[config.mk]
export PLATFORM = sky130hd
export DESIGN_NAME = rice_decoder_flat
export DESIGN_NICKNAME = d
export VERILOG_FILES = /design/src/rtl/flac_pkg.sv /design/src/rtl/rice_decoder_if.sv /design/src/rtl/rice_bit_buffer.sv /design/src/rtl/rice_decoder.sv /design/src/flat_wrapper.sv
export SDC_FILE = /design/constraint.sdc
export NUM_CORES = 1
export LEC_CHECK = 0
export ABC_AREA = 1
export CORE_MARGIN = 1
export CORE_UTILIZATION = 35
export DETAILED_ROUTE_END_ITERATION = 8
export GPL_TIMING_DRIVEN = 0
export HOLD_SLACK_MARGIN = 0.05
export PLACE_DENSITY = 0.64
export SYNTH_ARGS = -nofsm -noshare
export SYNTH_HDL_FRONTEND = slang
export SYNTH_SLANG_ARGS = --single-unit
[constraint.sdc]
create_clock -name iClock -period 1.61 [get_ports iClock]
set_input_delay 0.2415 -clock iClock [delete_from_list [all_inputs] [get_ports iClock]]
set_output_delay 0.2415 -clock iClock [all_outputs]
set_load 0.01 [all_outputs]
[src/rtl/flac_pkg.sv]
// Shared FLAC decoder-path definitions: stream/sample widths, Rice default
// parameter and the Rice FSM state encoding.
package flac_pkg;

   localparam int RICE_PARAM_DEF = 4;
   localparam int SAMPLE_W       = 16;
   localparam int WORD_W         = 16;
   localparam int BITCNT_W       = $clog2(WORD_W + 1);

   localparam logic [0:0] ST_UNARY = 1'b0;
   localparam logic [0:0] ST_REM   = 1'b1;

   typedef logic [WORD_W-1:0]   word_t;
   typedef logic [SAMPLE_W-1:0] sample_t;

endpackage

[src/rtl/rice_decoder_if.sv]
// Stream-in / sample-out bundle between the subframe parser, the Rice
// decoder and the predictor restoration stage.
interface rice_decoder_if;
   import flac_pkg::*;

   word_t   iData;
   logic    iValid;
   logic    oReady;
   sample_t oSample;
   logic    oValid;
   logic    oError;

   modport master (
      output iData, iValid,
      input  oReady, oSample, oValid, oError
   );

   modport slave (
      input  iData, iValid,
      output oReady, oSample, oValid, oError
   );

endinterface

[src/rtl/rice_bit_buffer.sv]
// Word-to-bit serializer: loads a 16-bit stream word and hands out one bit
// per consume, MSB first, re-arming ready so consecutive words are gapless.
module rice_bit_buffer
   import flac_pkg::*;
(
   input  logic  iClock,
   input  logic  iReset,
   input  word_t data,
   input  logic  valid,
   output logic  ready,
   output logic  bit_out,
   output logic  bit_valid,
   input  logic  consume
);

   word_t               shreg;
   logic [BITCNT_W-1:0] bits_left;
   logic                take;

   assign bit_valid = (bits_left != '0);
   assign bit_out   = shreg[WORD_W-1];
   // Accept the next word in the same cycle the last buffered bit is used.
   assign ready     = (bits_left == '0) ||
                      ((bits_left == BITCNT_W'(1)) && consume);
   assign take      = valid && ready;

   always_ff @(posedge iClock) begin
      if (iReset) begin
         shreg     <= '0;
         bits_left <= '0;
      end else if (take) begin
         shreg     <= data;
         bits_left <= BITCNT_W'(WORD_W);
      end else if (consume && bit_valid) begin
         shreg     <= {shreg[WORD_W-2:0], 1'b0};
         bits_left <= bits_left - BITCNT_W'(1);
      end
   end

endmodule

[src/rtl/rice_decoder.sv]
// Bit-serial Rice decoder: one stream bit per clock, rebuilds signed 16-bit
// residuals from quotient/remainder and flags quotient overflow.
//
//   state    | meaning
//   ---------+------------------------------------------------------------
//   ST_UNARY | counting leading zeros (quotient); a 1 is the stop bit
//   ST_REM   | shifting in RICE_PARAM remainder bits; last one emits
module rice_decoder
   import flac_pkg::*;
#(
   parameter int RICE_PARAM = RICE_PARAM_DEF
) (
   input logic           iClock,
   input logic           iReset,
   rice_decoder_if.slave bus
);

   localparam int              QW     = SAMPLE_W - RICE_PARAM;
   localparam logic [QW-1:0]   Q_MAX  = '1;
   localparam int              RW     = (RICE_PARAM > 0) ? RICE_PARAM : 1;
   localparam logic [SAMPLE_W-1:0] R_MASK =
      SAMPLE_W'((32'd1 << RICE_PARAM) - 32'd1);

   logic                bit_in;
   logic                bit_valid;
   logic                consume;

   logic [0:0]          state, state_nxt;
   logic [QW-1:0]       quot, quot_nxt;
   logic [RW-1:0]       rem, rem_nxt;
   logic [BITCNT_W-1:0] rem_left, rem_left_nxt;
   logic                done;
   logic                ovf;
   sample_t             u_full;
   sample_t             mapped;

   // The FSM always takes a bit whenever one is buffered.
   assign consume = bit_valid;

   rice_bit_buffer u_buf (
      .iClock    (iClock),
      .iReset    (iReset),
      .data      (bus.iData),
      .valid     (bus.iValid),
      .ready     (bus.oReady),
      .bit_out   (bit_in),
      .bit_valid (bit_valid),
      .consume   (consume)
   );

   always_comb begin
      state_nxt    = state;
      quot_nxt     = quot;
      rem_nxt      = rem;
      rem_left_nxt = rem_left;
      done         = 1'b0;
      ovf          = 1'b0;
      if (bit_valid) begin
         case (state)
            ST_UNARY: begin
               if (!bit_in) begin
                  if (quot == Q_MAX) begin
                     ovf      = 1'b1;
                     quot_nxt = '0;
                  end else begin
                     quot_nxt = quot + QW'(1);
                  end
               end else begin
                  rem_nxt = '0;
                  if (RICE_PARAM == 0) begin
                     done = 1'b1;
                  end else begin
                     state_nxt    = ST_REM;
                     rem_left_nxt = BITCNT_W'(RICE_PARAM);
                  end
               end
            end
            ST_REM: begin
               rem_nxt = RW'({rem, bit_in});
               if (rem_left == BITCNT_W'(1)) begin
                  done      = 1'b1;
                  state_nxt = ST_UNARY;
               end else begin
                  rem_left_nxt = rem_left - BITCNT_W'(1);
               end
            end
            default: state_nxt = ST_UNARY;
         endcase
         if (done) begin
            quot_nxt = '0;
         end
      end
   end

   // Quotient is stable through the remainder bits, so the completing
   // cycle can assemble u from the current quotient and the new remainder.
   assign u_full = (SAMPLE_W'(quot) << RICE_PARAM) | (SAMPLE_W'(rem_nxt) & R_MASK);
   assign mapped = u_full[0] ? ~{1'b0, u_full[SAMPLE_W-1:1]}
                             :  {1'b0, u_full[SAMPLE_W-1:1]};

   always_ff @(posedge iClock) begin
      if (iReset) begin
         state       <= ST_UNARY;
         quot        <= '0;
         rem         <= '0;
         rem_left    <= '0;
         bus.oSample <= '0;
         bus.oValid  <= 1'b0;
         bus.oError  <= 1'b0;
      end else begin
         state      <= state_nxt;
         quot       <= quot_nxt;
         rem        <= rem_nxt;
         rem_left   <= rem_left_nxt;
         bus.oValid <= done;
         bus.oError <= ovf;
         if (done) begin
            bus.oSample <= mapped;
         end
      end
   end

endmodule

[src/flat_wrapper.sv]
// flat-port wrapper written by rule: the top's interface ports become plain ports
module rice_decoder_flat import flac_pkg::*;
#(
   parameter int RICE_PARAM = RICE_PARAM_DEF
)
  (iClock, iReset, bus_iData, bus_iValid, bus_oReady, bus_oSample, bus_oValid, bus_oError);
  rice_decoder_if bus_i ();
  input logic iClock;
  input logic iReset;
  input wire logic [$bits(bus_i.iData)-1:0] bus_iData;
  input wire logic [$bits(bus_i.iValid)-1:0] bus_iValid;
  output wire logic [$bits(bus_i.oReady)-1:0] bus_oReady;
  output wire logic [$bits(bus_i.oSample)-1:0] bus_oSample;
  output wire logic [$bits(bus_i.oValid)-1:0] bus_oValid;
  output wire logic [$bits(bus_i.oError)-1:0] bus_oError;
  assign bus_i.iData = bus_iData;
  assign bus_i.iValid = bus_iValid;
  assign bus_oReady = bus_i.oReady;
  assign bus_oSample = bus_i.oSample;
  assign bus_oValid = bus_i.oValid;
  assign bus_oError = bus_i.oError;
  rice_decoder #(.RICE_PARAM(RICE_PARAM)) u_core (.iClock(iClock), .iReset(iReset), .bus(bus_i));
endmodule
==> key figures <==
Global route
  – Vias in the first global route: 2,949
  – GRT Util Overall: 17.2%
  – Largest net degree at the start of global routing: 11
  – Grt total ovfl: 0
  – Global-route wire length before repair: 13,300 um
  – Initial antenna violation count: 0

Drt
  – WL final: 7990 um
  – Drt pass-1 iters: 5
  – DR vias/cell: 4.85
  – WL per Instance: 12.2 um
  – Via Count: 3,168
  – Residual DRC count: 0
  – Routed Antenna Nets: 0
  – Starting DRT DRC Count: 86

Layout
  – Area delta synth->final: 33.0%
  – Layout cells sized above 1: 16.0%
  – Final instance area: 0.00425 sq mm
  – Non-Filler Instances: 653
  – Final #Nets: 566
  – Diodes inserted: 0

Timing
  – Post-route setup slack: -0.00914 ns
  – Period utilisation layout: 101%
  – Final Skew: 0.0120 ns
  – Final slew viol count: 0
  – Final setup viols: 9
  – F_max: 618 MHz
  – Period minus WS final: 1.62 ns
  – Slew HR: 63.6%
  – Worst-Margin Slew: 0.546 ns
  – Hold violation total from the final report: 0
  – Fin Hold WS: 0.440 ns
  – RSZ-0062 raised after global routing: yes

Outcome
  – Failing checks: setup timing
  – Status: finished with violations

Power
  – Sw Share: 42.9%
  – Sw power: 3120 uW
  – Leak: 0.00194 uW
  – Clock share of power: 16.1%
  – VDD IR max: 1.05 mV
  – Pwr dens: 1710 mW/mm^2
  – Seq pwr share: 29.2%
  – Cell Int Power: 4150 uW
  – Comb power frac: 54.7%

Synthesis
  – Synth area leaders: dfxtp_1 38%, nand2_1 16%, nand3_1 12%, inv_1 7.6%, nor2_1 3.6%
  – Number of enable flip-flop cells after synthesis: 0
  – Synth Instances: 473
  – Post-synth cell types: 36
  – Syn Nets: 498
  – Mapped cell area: 0.00320 sq mm
  – Cell taking the most area after synthesis: dfxtp_1
  – Sequential fraction of the synthesis area: 38.2%
  – Share of the synthesized area in the top cell type: 38.2%
  – Mean area per synthesized cell: 6.76 sq um
  – Synth Warn #: 0
  – Most common flop cell mapped by yosys: dfxtp_1
  – Seq cells post-synth: 61
  – Async SR Flop Fraction: 0%

Setup path
  – Slowest CP cell: dfxtp_2
  – Critical Path RT: 1.85 ns
  – Critical path, cell by cell: inv_2 -> ha_4 -> inv_2 -> nor2_4 -> nand2_4 -> or2_4 -> buf_8 -> or2_0 -> nand3_1 -> inv_1
  – Max incr delay on CP: 0.32 ns
  – CP Launch Point: u_core.u_buf.bits_left[1]$_SDFFE_PP0N_
  – FF-to-FF Start: u_core.u_buf.bits_left[1]$_SDFFE_PP0N_
  – Critical Path Most Common Cell: inv_2
  – Setup crit end kind: flop
  – Critical path startpoint category: flop
  – CP Data Arrival Time: 1.86 ns
  – Worst Path Max Fanout: 7
  – Crit Path Class: reg2reg

Floorplan
  – Die width: 97.6 um
  – Core area: 0.00876 sq mm
  – IO Pins: 38
  – Die Ht: 97.6 um
  – Die ar.: 0.00952 sq mm
  – Initial Util: 36.5%
  – Rows: 34

Flow run
  – Count of max-cap constraint violations: 0

Clock tree
  – Num CTS Buffers: 9
  – CTS root buf: clkbuf_8
  – Clock Path Buffers: 2
  – Num Clock Sinks: 61
  – CTS clk-pin slew, worst paths: 0.06 ns
  – Hold-fix buffers, CTS: 0
  – H-tree Lvls: 3
  – CTS tree: built
  – Skew-Pair Late Insertion Delay: 0.34 ns

Place
  – Cell count after placement: 618
  – Gpl congestion: 0.877
  – Placed instance area: 0.00370 sq mm
  – Hpwl dp: 5250 um
  – Port Buffers: 37

Worst hold path
  – Hold Crit Start: u_core.bus.oSample[15]$_SDFFE_PP0P_
  – Hold Crit Class: reg2reg
[cells in the mapped netlist, types with 2 or more instances]
| master | instances |
|---|---|
| nand2_2 | 5 |
| nand2_4 | 2 |
| o21a_1 | 12 |
| buf_2 | 5 |
| nand3_1 | 78 |
| xor2_1 | 2 |
| nand4_1 | 5 |
| clkbuf_1 | 2 |
| dfxtp_1 | 61 |
| nand2_1 | 133 |
| nand3_2 | 2 |
| or2_0 | 14 |
| inv_2 | 3 |
| o21ai_0 | 7 |
| buf_6 | 5 |
| a21oi_1 | 9 |
| nor3_1 | 5 |
| or2_2 | 2 |
| buf_4 | 2 |
| ha_1 | 6 |
| nor2_1 | 31 |
| o21ai_1 | 2 |
| inv_1 | 65 |
| o22ai_1 | 3 |
[worst max-delay path: cells and delay by family, from the launching register on]
kind	cells	cell delay, ns
simple gates	5	0.77
flops	1	0.32
buf+inv	4	0.29
fa+ha+maj	1	0.13
[state kept, by name (all words and copies together) (netlist names)]
signal	count
u_core.bus.oError	1
u_core.bus.oSample	16
u_core.bus.oValid	1
u_core.quot	12
u_core.rem	4
u_core.rem_left	5
u_core.state	1
u_core.u_buf.bits_left	5
u_core.u_buf.shreg	16
[final cells by class]
type                            instances  area [sq um]
Multi-Input combinational cell        329          1780
Fill cell                             869          4510
Clock buffer                           13           149
Buffer                                 16           145
Inverter                               68           267
Tap cell                              108           135
Clock inverter                          2          10.0
Sequential cell                        61          1220
Timing Repair Buffer                   56           547
[final timing paths]
path / end / slack, ns / cells past startpoint
setup / recovery: u_core.u_buf.shreg[7]$_SDFFE_PP0P_ / -0.009 / 10
hold / removal: u_core.bus.oSample[15]$_SDFFE_PP0P_ / 0.44 / 2
setup reg to reg: u_core.u_buf.shreg[7]$_SDFFE_PP0P_ / -0.009 / 10
hold reg to reg: u_core.bus.oSample[15]$_SDFFE_PP0P_ / 0.44 / 2
[timing repair]
action,in CTS,in global routing
hold endpoints to repair,0,0
gates cloned,1,2
gates resized for setup,28,36
pin swaps,12,23
setup buffers,6,11
setup endpoints to repair,49,49
[metal layers]
metal / routed length, um / vias up / GRT usage (%)
li1: - / 1632 / -
met1: 3590 / 1415 / 21.5
met2: 3780 / 99 / 28.2
met3: 401 / 22 / 3.60
met4: 219 / 0 / 7.81
met5: 0 / - / 0
[through the flow]
stage	worst slack [ns]	utilization (%)	total power [uW]	TNS, ns
after floorplan	0.0441	-	4400	0
after global placement	-0.172	42.3	5070	-5.29
after detailed placement	-0.196	42.3	5150	-6.72
after CTS	-0.0528	45.5	6660	-0.605
final	-0.00914	48.5	7270	-0.0518
after global routing	-0.106	48.5	7830	-2.33
[kinds of logic after synthesis]
logic type	after synthesis	synth area share (%)
fa+ha+maj	6	2.35
compound gates	37	7.28
buf+inv	84	11.5
simple gates	282	39.9
xor+xnor	3	0.822
flops	61	38.2
[power groups by stage]
stage | Clock (uW) | Sequential (uW) | Combinational, uW
after detailed placement | 0 | 2130 | 3020
after floorplan | 0 | 2090 | 2310
after global routing | 1280 | 2160 | 4400
after CTS | 1210 | 2110 | 3340
final | 1170 | 2120 | 3980
after global placement | 0 | 2120 | 2950
[layout by cell type, fill, tap and decap left out, types with 6 or more instances in the layout]
cell type,netlist,routed
nand2_4,2,6
clkbuf_8,0,10
or2_0,14,13
nand3_1,78,74
dfxtp_1,61,59
a21oi_1,9,9
o21a_1,12,12
buf_6,5,8
nand2_1,133,131
inv_1,65,59
buf_4,2,18
inv_2,3,6
clkdlybuf4s50_1,0,36
nor2_1,31,28
Note: power is estimated with default switching activity, not from simulation.
